### src/rtl/step_pkg.sv
// Shared definitions for the step pulse generator.
//   step_state_e     : controller state encoding
//   HOME_DIV_DEFAULT : default homing half-period, in sysclk cycles
//   ch_width()       : width of a channel index for n channels (at least 1)
package step_pkg;

  typedef enum logic [2:0] {
    ST_IDLE      = 3'd0,
    ST_HOME_SEEK = 3'd1,
    ST_HOME_BACK = 3'd2,
    ST_RUN       = 3'd3,
    ST_FINISH    = 3'd4
  } step_state_e;

  localparam int HOME_DIV_DEFAULT = 3000000;

  function automatic int ch_width(input int n);
    return (n > 1) ? $clog2(n) : 1;
  endfunction

endpackage

### src/rtl/step_timer.sv
// Per-step phase timer, shared by all channels (only one channel steps at a time).
// A step is a low phase of div_i cycles followed by a high phase of div_i cycles.
//   sysclk, rst_n : clock, async active-low reset
//   start_i       : restart at the beginning of a low phase (overrides en_i)
//   en_i          : advance the timer this cycle
//   div_i         : half-period in cycles (0 is treated as 1)
//   phase_o       : 0 = low phase, 1 = high phase
//   rise_o        : last cycle of a low phase (the output rises next cycle)
//   end_high_o    : last cycle of a high phase
module step_timer #(
  parameter int DIVW = 24
) (
  input  logic            sysclk,
  input  logic            rst_n,
  input  logic            start_i,
  input  logic            en_i,
  input  logic [DIVW-1:0] div_i,
  output logic            phase_o,
  output logic            rise_o,
  output logic            end_high_o
);

  logic [DIVW-1:0] cnt_q, cnt_d;
  logic            phase_q, phase_d;
  logic [DIVW-1:0] div_eff;
  logic [DIVW-1:0] reload;
  logic            tc;

  assign div_eff = (div_i == '0) ? DIVW'(1) : div_i;
  assign reload  = div_eff - DIVW'(1);
  assign tc      = (cnt_q == '0);

  always_comb begin
    cnt_d   = cnt_q;
    phase_d = phase_q;
    if (start_i) begin
      cnt_d   = reload;
      phase_d = 1'b0;
    end else if (en_i) begin
      if (tc) begin
        cnt_d   = reload;
        phase_d = ~phase_q;
      end else begin
        cnt_d = cnt_q - DIVW'(1);
      end
    end
  end

  always_ff @(posedge sysclk or negedge rst_n) begin
    if (!rst_n) begin
      cnt_q   <= '0;
      phase_q <= 1'b1;
    end else begin
      cnt_q   <= cnt_d;
      phase_q <= phase_d;
    end
  end

  assign phase_o    = phase_q;
  assign rise_o     = en_i & ~start_i & tc & ~phase_q;
  assign end_high_o = en_i & ~start_i & tc &  phase_q;

endmodule

### src/rtl/step_pulse_gen.sv
// Multi-channel stepper pulse generator with homing sequence.
// One channel is active at a time; the others idle with pu=1, mf=0, dr=0.
//
//   state      | meaning
//   -----------+----------------------------------------------------------
//   IDLE       | waiting for home_start or a move command
//   HOME_SEEK  | stepping channel ch_q toward the switch (dr=0) until lim rises
//   HOME_BACK  | stepping channel ch_q away (dr=1) until lim falls, then homed
//   RUN        | issuing pulses_q steps on ch_q with half-period div_q
//   FINISH     | one-cycle done pulse, then back to IDLE
//
// Ports:
//   sysclk, rst_n           : clock, async active-low reset
//   home_start              : one-cycle request to home all channels (IDLE only)
//   cmd_valid/cmd_ready     : move command handshake (ready only when all homed)
//   cmd_ch/dir/pulses/div   : move target channel, direction, step count, half-period
//   abort                   : stop any activity, go through FINISH
//   lim                     : raw async limit switches, active-high
//   busy, done, err         : activity, one-cycle completion, sticky error
//   homed                   : per-channel homed flags
//   pu, mf, dr              : step (active-low), drive enable, direction per channel
module step_pulse_gen
  import step_pkg::*;
#(
  parameter  int NCH      = 6,
  parameter  int PCW      = 16,
  parameter  int DIVW     = 24,
  parameter  int HOME_DIV = HOME_DIV_DEFAULT,
  localparam int CHW      = ch_width(NCH)
) (
  input  logic            sysclk,
  input  logic            rst_n,
  input  logic            home_start,
  input  logic            cmd_valid,
  output logic            cmd_ready,
  input  logic [CHW-1:0]  cmd_ch,
  input  logic            cmd_dir,
  input  logic [PCW-1:0]  cmd_pulses,
  input  logic [DIVW-1:0] cmd_div,
  input  logic            abort,
  input  logic [NCH-1:0]  lim,
  output logic            busy,
  output logic            done,
  output logic            err,
  output logic [NCH-1:0]  homed,
  output logic [NCH-1:0]  pu,
  output logic [NCH-1:0]  mf,
  output logic [NCH-1:0]  dr
);

  localparam logic [DIVW-1:0] HOME_DIV_W = DIVW'(HOME_DIV);
  localparam logic [CHW-1:0]  CH_LAST    = CHW'(NCH - 1);
  localparam logic [CHW:0]    NCH_W      = (CHW + 1)'(NCH);

  step_state_e     state_q, state_d;
  logic [CHW-1:0]  ch_q, ch_d;
  logic            dir_q, dir_d;
  logic [PCW-1:0]  pulses_q, pulses_d;
  logic [DIVW-1:0] div_q, div_d;
  logic [PCW-1:0]  step_cnt_q, step_cnt_d;
  logic [NCH-1:0]  homed_q, homed_d;
  logic            err_q, err_d;
  logic            lim_stop_q, lim_stop_d;

  logic [NCH-1:0]  lim_s1_q, lim_s2_q, lim_s3_q;
  logic [NCH-1:0]  lim_rise, lim_fall;
  logic [NCH-1:0]  ch_oh;
  logic            sel_rise, sel_fall;

  logic            tmr_start, tmr_en;
  logic [DIVW-1:0] tmr_div;
  logic            tmr_phase, tmr_rise, tmr_end_high;

  logic [DIVW-1:0] cmd_div_eff;
  logic            cmd_bad;
  logic            cmd_accept;
  logic            stepping;

  // Limit switch synchronizer; s3 is the one-cycle-delayed copy for edges.
  always_ff @(posedge sysclk or negedge rst_n) begin
    if (!rst_n) begin
      lim_s1_q <= '0;
      lim_s2_q <= '0;
      lim_s3_q <= '0;
    end else begin
      lim_s1_q <= lim;
      lim_s2_q <= lim_s1_q;
      lim_s3_q <= lim_s2_q;
    end
  end

  assign lim_rise = lim_s2_q & ~lim_s3_q;
  assign lim_fall = ~lim_s2_q & lim_s3_q;

  always_comb begin
    ch_oh = '0;
    for (int i = 0; i < NCH; i++) begin
      ch_oh[i] = (ch_q == CHW'(i));
    end
  end

  assign sel_rise = |(lim_rise & ch_oh);
  assign sel_fall = |(lim_fall & ch_oh);

  assign cmd_div_eff = (cmd_div == '0) ? DIVW'(1) : cmd_div;
  assign cmd_bad     = (cmd_pulses == '0) || ({1'b0, cmd_ch} >= NCH_W);
  // home_start wins over a simultaneous command, so ready drops with it.
  assign cmd_ready   = (state_q == ST_IDLE) && (&homed_q) && !home_start;
  assign cmd_accept  = cmd_valid && cmd_ready;
  assign stepping    = (state_q == ST_HOME_SEEK) || (state_q == ST_HOME_BACK) ||
                       (state_q == ST_RUN);
  assign tmr_en      = stepping;

  step_timer #(
    .DIVW (DIVW)
  ) u_timer (
    .sysclk     (sysclk),
    .rst_n      (rst_n),
    .start_i    (tmr_start),
    .en_i       (tmr_en),
    .div_i      (tmr_div),
    .phase_o    (tmr_phase),
    .rise_o     (tmr_rise),
    .end_high_o (tmr_end_high)
  );

  always_comb begin
    state_d    = state_q;
    ch_d       = ch_q;
    dir_d      = dir_q;
    pulses_d   = pulses_q;
    div_d      = div_q;
    step_cnt_d = step_cnt_q;
    homed_d    = homed_q;
    err_d      = err_q;
    lim_stop_d = lim_stop_q;
    tmr_start  = 1'b0;
    tmr_div    = div_q;

    unique case (state_q)
      ST_IDLE: begin
        lim_stop_d = 1'b0;
        if (home_start) begin
          homed_d   = '0;
          err_d     = 1'b0;
          ch_d      = '0;
          tmr_start = 1'b1;
          tmr_div   = HOME_DIV_W;
          state_d   = ST_HOME_SEEK;
        end else if (cmd_accept) begin
          ch_d       = cmd_ch;
          dir_d      = cmd_dir;
          pulses_d   = cmd_pulses;
          div_d      = cmd_div_eff;
          step_cnt_d = '0;
          if (cmd_bad) begin
            err_d   = 1'b1;
            state_d = ST_FINISH;
          end else begin
            err_d     = 1'b0;
            tmr_start = 1'b1;
            tmr_div   = cmd_div_eff;
            state_d   = ST_RUN;
          end
        end
      end

      ST_HOME_SEEK: begin
        tmr_div = HOME_DIV_W;
        if (abort) begin
          state_d = ST_FINISH;
        end else if (sel_rise) begin
          tmr_start = 1'b1;
          state_d   = ST_HOME_BACK;
        end
      end

      ST_HOME_BACK: begin
        tmr_div = HOME_DIV_W;
        if (abort) begin
          state_d = ST_FINISH;
        end else if (sel_fall) begin
          homed_d = homed_q | ch_oh;
          if (ch_q == CH_LAST) begin
            state_d = ST_FINISH;
          end else begin
            ch_d      = ch_q + CHW'(1);
            tmr_start = 1'b1;
            state_d   = ST_HOME_SEEK;
          end
        end
      end

      ST_RUN: begin
        tmr_div = div_q;
        if (tmr_rise) begin
          step_cnt_d = step_cnt_q + PCW'(1);
        end
        // A limit hit while moving toward the switch is remembered and
        // honoured at the end of the current high phase.
        if (!dir_q && sel_rise) begin
          lim_stop_d = 1'b1;
        end
        if (abort) begin
          state_d = ST_FINISH;
        end else if (step_cnt_q == pulses_q) begin
          state_d = ST_FINISH;
        end else if (tmr_end_high && (lim_stop_q || (!dir_q && sel_rise))) begin
          err_d   = 1'b1;
          homed_d = homed_q & ~ch_oh;
          state_d = ST_FINISH;
        end
      end

      ST_FINISH: begin
        lim_stop_d = 1'b0;
        state_d    = ST_IDLE;
      end

      default: begin
        state_d = ST_IDLE;
      end
    endcase
  end

  always_ff @(posedge sysclk or negedge rst_n) begin
    if (!rst_n) begin
      state_q    <= ST_IDLE;
      ch_q       <= '0;
      dir_q      <= 1'b0;
      pulses_q   <= '0;
      div_q      <= DIVW'(1);
      step_cnt_q <= '0;
      homed_q    <= '0;
      err_q      <= 1'b0;
      lim_stop_q <= 1'b0;
    end else begin
      state_q    <= state_d;
      ch_q       <= ch_d;
      dir_q      <= dir_d;
      pulses_q   <= pulses_d;
      div_q      <= div_d;
      step_cnt_q <= step_cnt_d;
      homed_q    <= homed_d;
      err_q      <= err_d;
      lim_stop_q <= lim_stop_d;
    end
  end

  // Channel outputs decode from registered state only, so FINISH/IDLE and
  // reset immediately park every channel.
  always_comb begin
    pu = '1;
    mf = '0;
    dr = '0;
    if (stepping) begin
      for (int i = 0; i < NCH; i++) begin
        if (ch_oh[i]) begin
          pu[i] = tmr_phase;
          mf[i] = 1'b1;
          dr[i] = (state_q == ST_RUN) ? dir_q : (state_q == ST_HOME_BACK);
        end
      end
    end
  end

  assign busy  = (state_q != ST_IDLE);
  assign done  = (state_q == ST_FINISH);
  assign err   = err_q;
  assign homed = homed_q;

endmodule
### config.mk
export PLATFORM = sky130hd
export DESIGN_NAME = step_pulse_gen
export DESIGN_NICKNAME = d
export VERILOG_FILES = /design/src/rtl/step_pkg.sv /design/src/rtl/step_timer.sv /design/src/rtl/step_pulse_gen.sv
export SDC_FILE = /design/constraint.sdc
export NUM_CORES = 1
export LEC_CHECK = 0
export CAP_MARGIN = 15
export CELL_PAD_IN_SITES_DETAIL_PLACEMENT = 1
export CELL_PAD_IN_SITES_GLOBAL_PLACEMENT = 2
export CORE_ASPECT_RATIO = 1.2
export CORE_MARGIN = 3
export CORE_UTILIZATION = 34
export DETAILED_ROUTE_END_ITERATION = 10
export PLACE_DENSITY_LB_ADDON = 0.1
export SLEW_MARGIN = 20
export SYNTH_ARGS = -nofsm -noshare
export SYNTH_HDL_FRONTEND = slang
export SYNTH_SLANG_ARGS = --single-unit
### constraint.sdc
create_clock -name sysclk -period 5.08 [get_ports sysclk]
set_input_delay 1.016 -clock sysclk [delete_from_list [all_inputs] [get_ports sysclk]]
set_output_delay 1.016 -clock sysclk [all_outputs]
set_load 0.05 [all_outputs]
==> impl_metrics.csv, run 1 <==
group,metric,value,unit
worst_setup_path,cp.arrival,4910,ps
drt,wl_per_cell,22.0,um
placed_design,portBuffers,82,
power_and_ir_drop,power.density,517,nW/um^2
global_route,grt_pass1_wl,43.2,mm
sta,worst_slack,469,ps
worst_hold_path,worstHoldPathType,"reg -> reg",
worst_setup_path,cp-start-kind,"input pin",
job,maxCapViolCount,0,
yosys,synth.top_cell.area_share,0.393,
floorplanning,die_area,22700,um^2
worst_setup_path,path_class,"in -> reg",
drt,ant_nets,0,
power_and_ir_drop,irDropWorstVdd,0.274,mV
global_route,antenna_found_initial,0,
yosys,synthSimpleGateAreaFrac,0.318,
sta,fin_crit_sh,0.908,
power_and_ir_drop,total_power,4.68,mW
worst_setup_path,required,5380,ps
yosys,synth_area_leader_cell,"dfrtp_1",
cts,cts_tree,"built",
sta,hold_violations,0,
global_route,grt_pass1_vias,7623,
cts,clk_pin_slew,60,ps
placed_design,place_hpwl,21.1,mm
floorplanning,core_area,20400,um^2
cts,cts_setup_buffers,0,
floorplanning,dieWidth,138,um
drt,firstDrtPassIters,5,
yosys,synth_top_family_by_area,"simple AND/OR/NAND/NOR gates",
drt,drc_errors,0,
yosys,synth_common_cells,"nand2_1, dfrtp_1, nor2_1",
placed_design,gp_congestion,0.950,
global_route,grt_use_total,0.242,
final_layout,antenna_cells,0,
yosys,synth-edff-count,0,
yosys,syn_inst,849,
drt,drt_iter0_markers,331,
sta,fmax,0.217,GHz
yosys,synthDistinctLibCells,85,
yosys,synth.area.top_cells,"dfrtp_1, nand2_1, nor2_1",
sta,period_minus_slack,4610,ps
cts,clockRootBuffer,"clkbuf_16",
worst_setup_path,reg2reg_depth,14,
sta,grt_setup_unrepaired,"no",
power_and_ir_drop,p_leak,3.83,nW
worst_setup_path,endpoint_kind,"flip-flop",
yosys,netlist_area,7120,um^2
final_layout,nets,1025,
yosys,postSynth.asyncResetShare,1.00,
floorplanning,ios,83,
sta,holdWs,345,ps
yosys,synth_compound_area_frac,0.176,
drt,finalWirelength,27.2,mm
yosys,synthAdderAreaFrac,0.0158,
run_status,status,"finished, final reports clean",
cts,ctsHoldBuffers,0,
sta,tightest_slew,1090,ps
yosys,ys_ff_latch,114,
floorplanning,fp.dieH,165,um
floorplanning,placementRows,57,
yosys,synth.avg_cell_area,8.39,um^2
yosys,ys_seq_area_frac,0.401,
final_layout,drive_gt1_frac,0.113,
sta,relSlewSlack,0.265,
sta,drv_slew,0,
yosys,synth_ff_type,"dfrtp_1",
global_route,grt_max_degree,50,
cts,clock_sinks,114,
sta,clock_skew,12.8,ps
yosys,synthMuxAreaShare,0.0135,
cts,cts-buffers-inserted,17,
sta,setup_viol,0,
placed_design,place_ws,49.6,ps
yosys,synth.most_common_cell,"nand2_1",
cts,htreeDepth,4,
floorplanning,floorplan.initialDensity,0.349,
worst_setup_path,path_max_fanout,6,
global_route,grt_overflow,0,
drt,vias,7081,
final_layout,area_delta_synth_final,27.0,%
drt,via_per_inst,5.72,
cts,cts_resized,0,
cts,clk_path_buf_depth,2,
cts,insertion_delay,430,ps
sta,fin_tns_setup,0,ps
yosys,synth-warning-count,0,
yosys,synth_fp_nets,913,
yosys,synth-xor-area-share,0.0504,
worst_hold_path,holdPathStages,0,
[flip-flops by register name, summed over array words and instances, names as in the netlist]
name and cells:
div_q 24, u_timer.cnt_q 24, pulses_q 16, step_cnt_q 16, homed 6, lim_s1_q 6
lim_s2_q 6, lim_s3_q 6, ch_q 3, state_q 3, dir_q 1, err 1
lim_stop_q 1, u_timer.phase_o 1
[logic make-up (layout without fill, tap and decap cells)]
logic type,count (synthesis),in the layout
and+or+nand+nor,449,449
AOI/OAI and AO/OA,183,183
DFF,114,114
buffers and inverters,44,169
xor gates and xnor gates,41,41
adders and majority gates,9,9
muxes,9,9
[metrics by stage]
step	util	std cells	cell area, um^2
5_1_grt	0.444	1239	9050
4_1_cts	0.444	1239	9050
3_3_place_gp	0.415	1207	8460
6_report	0.444	1239	9050
2_1_floorplan	-	849	7120
3_5_place_dp	0.415	1207	8460
[report_power, final]
part / total (mW) / switching, mW / internal (mW)
Clock: 1.22 / 0.473 / 0.748
Combinational: 2.24 / 1.44 / 0.797
Sequential: 1.21 / 0.178 / 1.03
[final timing paths]
path | start | end | slack (ps)
min reg2reg | lim_s1_q[4] | lim_s2_q[4] | 350
max in group asynchronous | rst_n | step_cnt_q[2] | 3500
max reg2reg | state_q[1] | u_timer.cnt_q[16] | 860
min | lim_s1_q[4] | lim_s2_q[4] | 350
max | home_start | u_timer.cnt_q[16] | 470
min in group asynchronous | rst_n | div_q[15] | 560
[metal layers]
metal | track usage | routed length [um]
met1 | 0.286 | 11500
met2 | 0.438 | 14000
met3 | 0.0333 | 656
met4 | 0.111 | 1050
met5 | 0 | 0
[critical path: stages]
cell and delay, ps:
clkdlybuf4s50_1 440, or4_1 660, buf_4 230, nor3_4 150, nand2_1 150, a21o_1 250, a2111oi_2 480, nand2_2 110
o31a_1 310, ha_1 220, a21boi_0 140, nand4_1 150, nor3_1 110, a2111oi_0 420, nor2_1 70
[area by class of cell]
cell class | instances | area [um^2]
sequential | 114 | 2860
fill | 2464 | 11300
tap | 265 | 332
multi-input combinational | 691 | 4090
clock buffer | 20 | 457
clock inverter | 12 | 131
timing repair buffer | 125 | 1140
inverter | 12 | 45.0
[cell usage in the layout, fill, tap and decap left out, drive strengths merged, types with 12 or more instances in the layout]
cell           Yosys  final
nand4             16     16
a21oi             29     29
clkdlybuf4s50      0     81
nor4              28     28
nand2            184    184
xor2              15     15
o21ai             54     54
nor3              33     33
nor2              83     83
buf               12     44
dfrtp            112    112
nand3             33     33
inv               12     14
nand2b            12     12
xnor2             26     26
clkbuf            20     20
No activity file was read; power rests on OpenSTA's default activity.
==> run 2: changes to the inputs <==
--- a/config.mk
+++ b/config.mk
@@ -8,8 +8,7 @@
 export CAP_MARGIN = 15
 export CELL_PAD_IN_SITES_DETAIL_PLACEMENT = 1
 export CELL_PAD_IN_SITES_GLOBAL_PLACEMENT = 2
-export CORE_ASPECT_RATIO = 1.2
-export CORE_MARGIN = 3
+export CORE_ASPECT_RATIO = 1.75
 export CORE_UTILIZATION = 34
 export DETAILED_ROUTE_END_ITERATION = 10
 export PLACE_DENSITY_LB_ADDON = 0.1
==> run 2 against run 1 <==
The run now ends with DRC left. Wire length is 3.2% higher. Clock skew is 5.0 ps lower. Sequential power hardly changed. Maximum frequency is 1.6% lower. First-iteration DRC count is 17% higher. Clock-buffer cell count is 1 higher. Clock power is 7% lower. Worst setup slack worse by 75 ps. Sequential share of layout area hardly changed.
==> impl_metrics.csv, run 2 (same netlist as run 1, synthesis figures left out) <==
group,metric,value,unit
run_status,status,"complete, but fails checks",
run_status,violations,"DRC",
drt,drt_iter0_markers,387,
worst_setup_path,cp-start-kind,"input pin",
cts,htreeDepth,4,
floorplanning,ios,83,
placed_design,dpl_cell_area,8500,um^2
worst_setup_path,r2r_slack,1060,ps
worst_setup_path,worstReg2RegEnd,"u_timer.cnt_q[16]",
sta,relSlewSlack,0.257,
worst_setup_path,worst_path_max_delay_cell,"nor4_1",
worst_setup_path,crit_chain,"clkdlybuf4s50_1 -> nor4_1 -> nand4_1 -> a2111oi_0 -> buf_4 -> a31oi_1 -> nor4_4 -> nand2_2 -> o31a_1 -> ha_1 -> a21boi_0 -> nand4_1 -> nor3_1 -> a2111oi_0 -> nor2_1",
drt,via_per_inst,5.89,
final_layout,fin_area,9050,um^2
drt,firstDrtPassIters,8,
cts,clockRootBuffer,"clkbuf_16",
worst_setup_path,required,5380,ps
placed_design,portBuffers,82,
worst_hold_path,worstHoldPathType,"reg -> reg",
drt,vias,7240,
final_layout,drive_gt1_frac,0.119,
power_and_ir_drop,power.density,508,nW/um^2
worst_setup_path,cp_num_buf_inv,2,
cts,insertion_delay,430,ps
cts,clock_sinks,114,
sta,clock_skew,7.80,ps
floorplanning,die_area,21600,um^2
sta,drv_slew,0,
cts,cts_resized,0,
worst_setup_path,cpPeakStageDelay,620,ps
sta,tightest_slew,1100,ps
worst_setup_path,path_class,"in -> reg",
floorplanning,placementRows,69,
drt,finalWirelength,28.1,mm
global_route,grt_overflow,0,
sta,hold_violations,0,
worst_hold_path,min_to,"lim_s2_q[1]",
worst_setup_path,endpoint_kind,"flip-flop",
sta,period_minus_slack,4690,ps
placed_design,place_hpwl,22.3,mm
placed_design,post-place-cells,1198,
global_route,grt_pass1_vias,7908,
final_layout,top_regs,"div_q x24, u_timer.cnt_q x24",
cts,cts-buffers-inserted,17,
final_layout,final_util,0.442,
worst_setup_path,cp.arrival,4990,ps
worst_setup_path,rr_startpoint,"state_q[2]",
final_layout,nets,1033,
sta,holdWs,342,ps
worst_hold_path,holdPathStages,0,
sta,fin_tns_setup,0,ps
final_layout,fin_cells,1229,
floorplanning,fp.dieH,193,um
global_route,grt_max_degree,60,
cts,cts_tree,"built",
placed_design,gp_congestion,0.962,
worst_setup_path,crit_family,"simple AND/OR/NAND/NOR gates",
worst_setup_path,path_max_fanout,4,
global_route,grt_use_total,0.269,
global_route,antenna_found_initial,0,
final_layout,layout_commonest_cell,"nand2_1",
cts,ctsHoldBuffers,0,
final_layout,antenna_cells,0,
sta,setup_viol,0,
cts,clk_pin_slew,60,ps
floorplanning,dieWidth,111,um
worst_setup_path,reg2reg_depth,15,
sta,fmax,0.213,GHz
power_and_ir_drop,irDropWorstVdd,0.268,mV
final_layout,final_cell_mix,"nand2_1, dfrtp_1, nor2_1",
global_route,grt_pass1_wl,44.2,mm
job,maxCapViolCount,0,
cts,clk_path_buf_depth,2,
floorplanning,core_area,20500,um^2
drt,drc_errors,4,
sta,fin_crit_sh,0.922,
floorplanning,floorplan.initialDensity,0.348,
power_and_ir_drop,p_leak,3.86,nW
drt,ant_nets,0,
sta,grt_setup_unrepaired,"no",
drt,wl_per_cell,22.8,um
cts,cts_setup_buffers,0,
worst_hold_path,hp-start,"lim_s1_q[1]",
final_layout,area_delta_synth_final,27.1,%
-- run 2: how the worst max path moves through the flow --
stage / from / endpoint / slack (ps) / depth (start not counted)
floorplan: cmd_pulses[10] / u_timer.cnt_q[20] / 660 / 14
global placement: cmd_pulses[9] / u_timer.cnt_q[16] / 180 / 15
detailed placement: cmd_pulses[10] / u_timer.cnt_q[16] / 30 / 15
CTS: cmd_pulses[10] / u_timer.cnt_q[16] / 450 / 15
global route: cmd_pulses[9] / u_timer.cnt_q[16] / 160 / 15
finish: cmd_pulses[10] / u_timer.cnt_q[16] / 390 / 15
-- run 2: per-stage QoR --
| step | power (mW) | setup slack, ps |
|---|---|---|
| 2_1_floorplan | 2.57 | 659 |
| 3_3_place_gp | 3.43 | 175 |
| 3_5_place_dp | 3.47 | 26.9 |
| 4_1_cts | 4.62 | 451 |
| 5_1_grt | 4.87 | 156 |
| 6_report | 4.60 | 394 |
-- run 2: cell type report --
type	count	area, um^2
Tap cell	248	310
Fill cell	2449	11400
Timing Repair Buffer	133	1200
Clock inverter	10	86.3
Inverter	12	45.0
Sequential cell	114	2860
Multi-Input combinational cell	691	4100
Clock buffer	21	460
-- run 2: per-layer routing --
layer	vias up	part of all wire	GRT usage
met2	196	0.56	0.519
met1	3634	0.36	0.266
met3	78	0.030	0.0429
met4	0	0.053	0.155
li1	3332	-	-
met5	-	0	0
-- run 2: where the power goes --
part | switching [mW] | leakage, nW | internal [mW]
Clock | 0.439 | 0.264 | 0.690
Sequential | 0.147 | 1.47 | 1.04
Combinational | 1.47 | 2.12 | 0.821
-- run 2: worst register-to-register path, stage by stage (launching register included) --
cell and delay, ps:
dfrtp_1 350, buf_4 190, or4_1 590, nor4_4 320
a2111oi_0 170, buf_4 160, a31oi_1 320, nor4_4 100
nand2_2 80, o31a_1 140, ha_1 190, a21boi_0 200
nand4_1 140, nor3_1 630, a2111oi_0 240, nor2_1 130
==> run 3: changes to the inputs <==
--- a/config.mk
+++ b/config.mk
@@ -9,10 +9,11 @@
 export CELL_PAD_IN_SITES_DETAIL_PLACEMENT = 1
 export CELL_PAD_IN_SITES_GLOBAL_PLACEMENT = 2
 export CORE_ASPECT_RATIO = 1.75
-export CORE_UTILIZATION = 34
+export CORE_UTILIZATION = 31
 export DETAILED_ROUTE_END_ITERATION = 10
 export PLACE_DENSITY_LB_ADDON = 0.1
 export SLEW_MARGIN = 20
 export SYNTH_ARGS = -nofsm -noshare
 export SYNTH_HDL_FRONTEND = slang
 export SYNTH_SLANG_ARGS = --single-unit
+export TNS_END_PERCENT = 1
==> constraint.sdc (replaced) <==
create_clock -name sysclk -period 4.3 [get_ports sysclk]
set_input_delay 0.86 -clock sysclk [delete_from_list [all_inputs] [get_ports sysclk]]
set_output_delay 0.86 -clock sysclk [all_outputs]
set_load 0.05 [all_outputs]
==> run 3 against run 2 <==
The run now ends clean. Largest cell class unchanged. Clock-buffer cell count did not move. First-iteration DRC count shrank 26%. Final cell count increased by 9.0%. Highest routed layer unchanged. Global-route usage decreased by 0.47 points. Utilization down 1.6 points. Sequential power is 20% higher. Clock power increased by 25%. Wire length up 4.3%. Total power up 25%. Design area is 6.7% higher. Largest power group unchanged. Critical path depth is the same. Register-to-register slack worse by 600 ps.
==> impl_metrics.csv, run 3 (same netlist as run 1, synthesis figures left out) <==
group,metric,value,unit
run_status,status,"finished, final reports clean",
drt,ant_nets,0,
drt,wl_per_cell,21.9,um
placed_design,place_ws,-428,ps
worst_setup_path,cpPeakStageDelay,550,ps
floorplanning,core_area,22700,um^2
cts,clk_pin_slew,50,ps
cts,cts_setup_buffers,0,
sta,worst_slack,189,ps
sta,setup_viol,0,
worst_hold_path,hp-start,"lim_s1_q[4]",
worst_setup_path,crit_chain,"clkdlybuf4s50_1 -> or4_4 -> nor4_4 -> nand2_1 -> mux2i_1 -> nor4_4 -> nand2_2 -> o31a_1 -> ha_1 -> buf_4 -> nand3_1 -> or3_4 -> nor4b_2 -> xnor2_1 -> a221oi_1",
worst_setup_path,worstReg2RegEnd,"step_cnt_q[13]",
sta,tightest_slew,1130,ps
final_layout,final_cell_mix,"nand2_1, dfrtp_1, buf_4",
worst_setup_path,cp.arrival,4450,ps
worst_hold_path,min_to,"lim_s2_q[4]",
worst_hold_path,worstHoldPathType,"reg -> reg",
global_route,grt_pass1_vias,8057,
global_route,antenna_found_initial,1,
worst_hold_path,holdPathStages,0,
cts,insertion_delay,440,ps
global_route,grt_max_degree,63,
power_and_ir_drop,power.density,597,nW/um^2
final_layout,area_delta_synth_final,35.5,%
sta,fin_crit_sh,0.956,
worst_setup_path,rr_startpoint,"u_timer.cnt_q[0]",
global_route,grt_pass1_wl,45.5,mm
final_layout,layout_commonest_cell,"nand2_1",
job,maxCapViolCount,0,
drt,drt_iter0_markers,288,
sta,drv_slew,0,
floorplanning,dieWidth,117,um
drt,via_per_inst,5.47,
worst_setup_path,path_max_fanout,4,
sta,clock_skew,9.29,ps
floorplanning,die_area,23600,um^2
floorplanning,ios,83,
cts,clk_path_buf_depth,2,
drt,firstDrtPassIters,4,
cts,cts_tree,"built",
placed_design,place_hpwl,23.3,mm
cts,clockRootBuffer,"clkbuf_16",
worst_setup_path,reg2reg_depth,10,
final_layout,nets,1089,
worst_setup_path,cp-start-kind,"input pin",
worst_setup_path,endpoint_kind,"flip-flop",
final_layout,final_util,0.426,
worst_setup_path,worst_path_max_delay_cell,"or4_4",
worst_setup_path,required,4640,ps
worst_setup_path,r2r_slack,460,ps
cts,clock_sinks,114,
sta,relSlewSlack,0.234,
power_and_ir_drop,irDropWorstVdd,0.329,mV
sta,fmax,0.243,GHz
sta,hold_violations,0,
floorplanning,placementRows,73,
drt,vias,7328,
global_route,grt_use_total,0.264,
floorplanning,fp.dieH,203,um
final_layout,top_regs,"div_q x24, u_timer.cnt_q x24",
worst_setup_path,path_class,"in -> reg",
placed_design,gp_congestion,0.960,
sta,period_minus_slack,4110,ps
drt,drc_errors,0,
drt,finalWirelength,29.3,mm
floorplanning,floorplan.initialDensity,0.315,
global_route,grt_overflow,0,
final_layout,drive_gt1_frac,0.175,
cts,htreeDepth,4,
power_and_ir_drop,p_leak,4.17,nW
cts,cts-buffers-inserted,17,
placed_design,portBuffers,82,
worst_setup_path,cp_common_cell,"nor4_4",
run 3: cell types whose count changed in the layout (fill, tap and decap cells not counted), sizes merged:
cell           before  now
buf                52  109
clkinv              6    8
clkinvlp            3    1
bufinv              1    2
clkdlybuf4s50      81   80
diode               0    1
run 3: metal layers:
metal,up-vias,GRT usage,part of all wire
met5,-,0,0
met4,0,0.194,0.069
met3,87,0.0454,0.033
met2,168,0.488,0.55
met1,3628,0.255,0.35
li1,3445,-,-
run 3: report_power, final:
part           internal, mW  total, mW  switching, mW
Clock                 0.874       1.41          0.535
Sequential             1.22       1.42          0.198
Combinational          1.14       2.93           1.79
run 3: final cells by class:
class	count	area, um^2
Fill cell	2752	13000
Multi-Input combinational cell	691	4160
Sequential cell	114	2860
Timing Repair Buffer	189	1640
Clock buffer	21	460
Tap cell	300	375
Clock inverter	11	111
Inverter	12	45.0
Antenna cell	1	2.50
run 3: how the worst max path moves through the flow:
stage                         startpoint                 to
after CTS                     home_start  u_timer.cnt_q[20]
after global placement        home_start  u_timer.cnt_q[20]
after detailed placement      home_start  u_timer.cnt_q[20]
after floorplan           cmd_pulses[10]  u_timer.cnt_q[20]
after global routing          home_start  u_timer.cnt_q[22]
final                         home_start  u_timer.cnt_q[20]
run 3: timing repair:
| item | in CTS | in global routing |
|---|---|---|
| hold buffers | 0 | 0 |
| endpoints found under the setup margin | 0 | 10 |
| gates resized for setup | 0 | 15 |
run 3: metrics by stage:
stage | hold slack, ps | total power [mW] | cells | area, um^2 | setup TNS (ps)
global placement | 334 | 4.25 | 1306 | 9010 | -1770
finish | 343 | 5.76 | 1339 | 9660 | 0
CTS | 349 | 5.74 | 1338 | 9580 | 0
detailed placement | 338 | 4.31 | 1306 | 9010 | -3140
global route | 363 | 6.08 | 1339 | 9660 | -101
floorplan | 331 | 3.04 | 849 | 7120 | 0
run 3: worst max-delay path, delay by kind of cell:
family                     cells  cell delay [ps]
and+or+nand+nor                8             2040
adders and majority gates      1              160
xor gates and xnor gates       1              100
muxes                          1              350
buffers and inverters          2              580
AOI/OAI and AO/OA              2              370
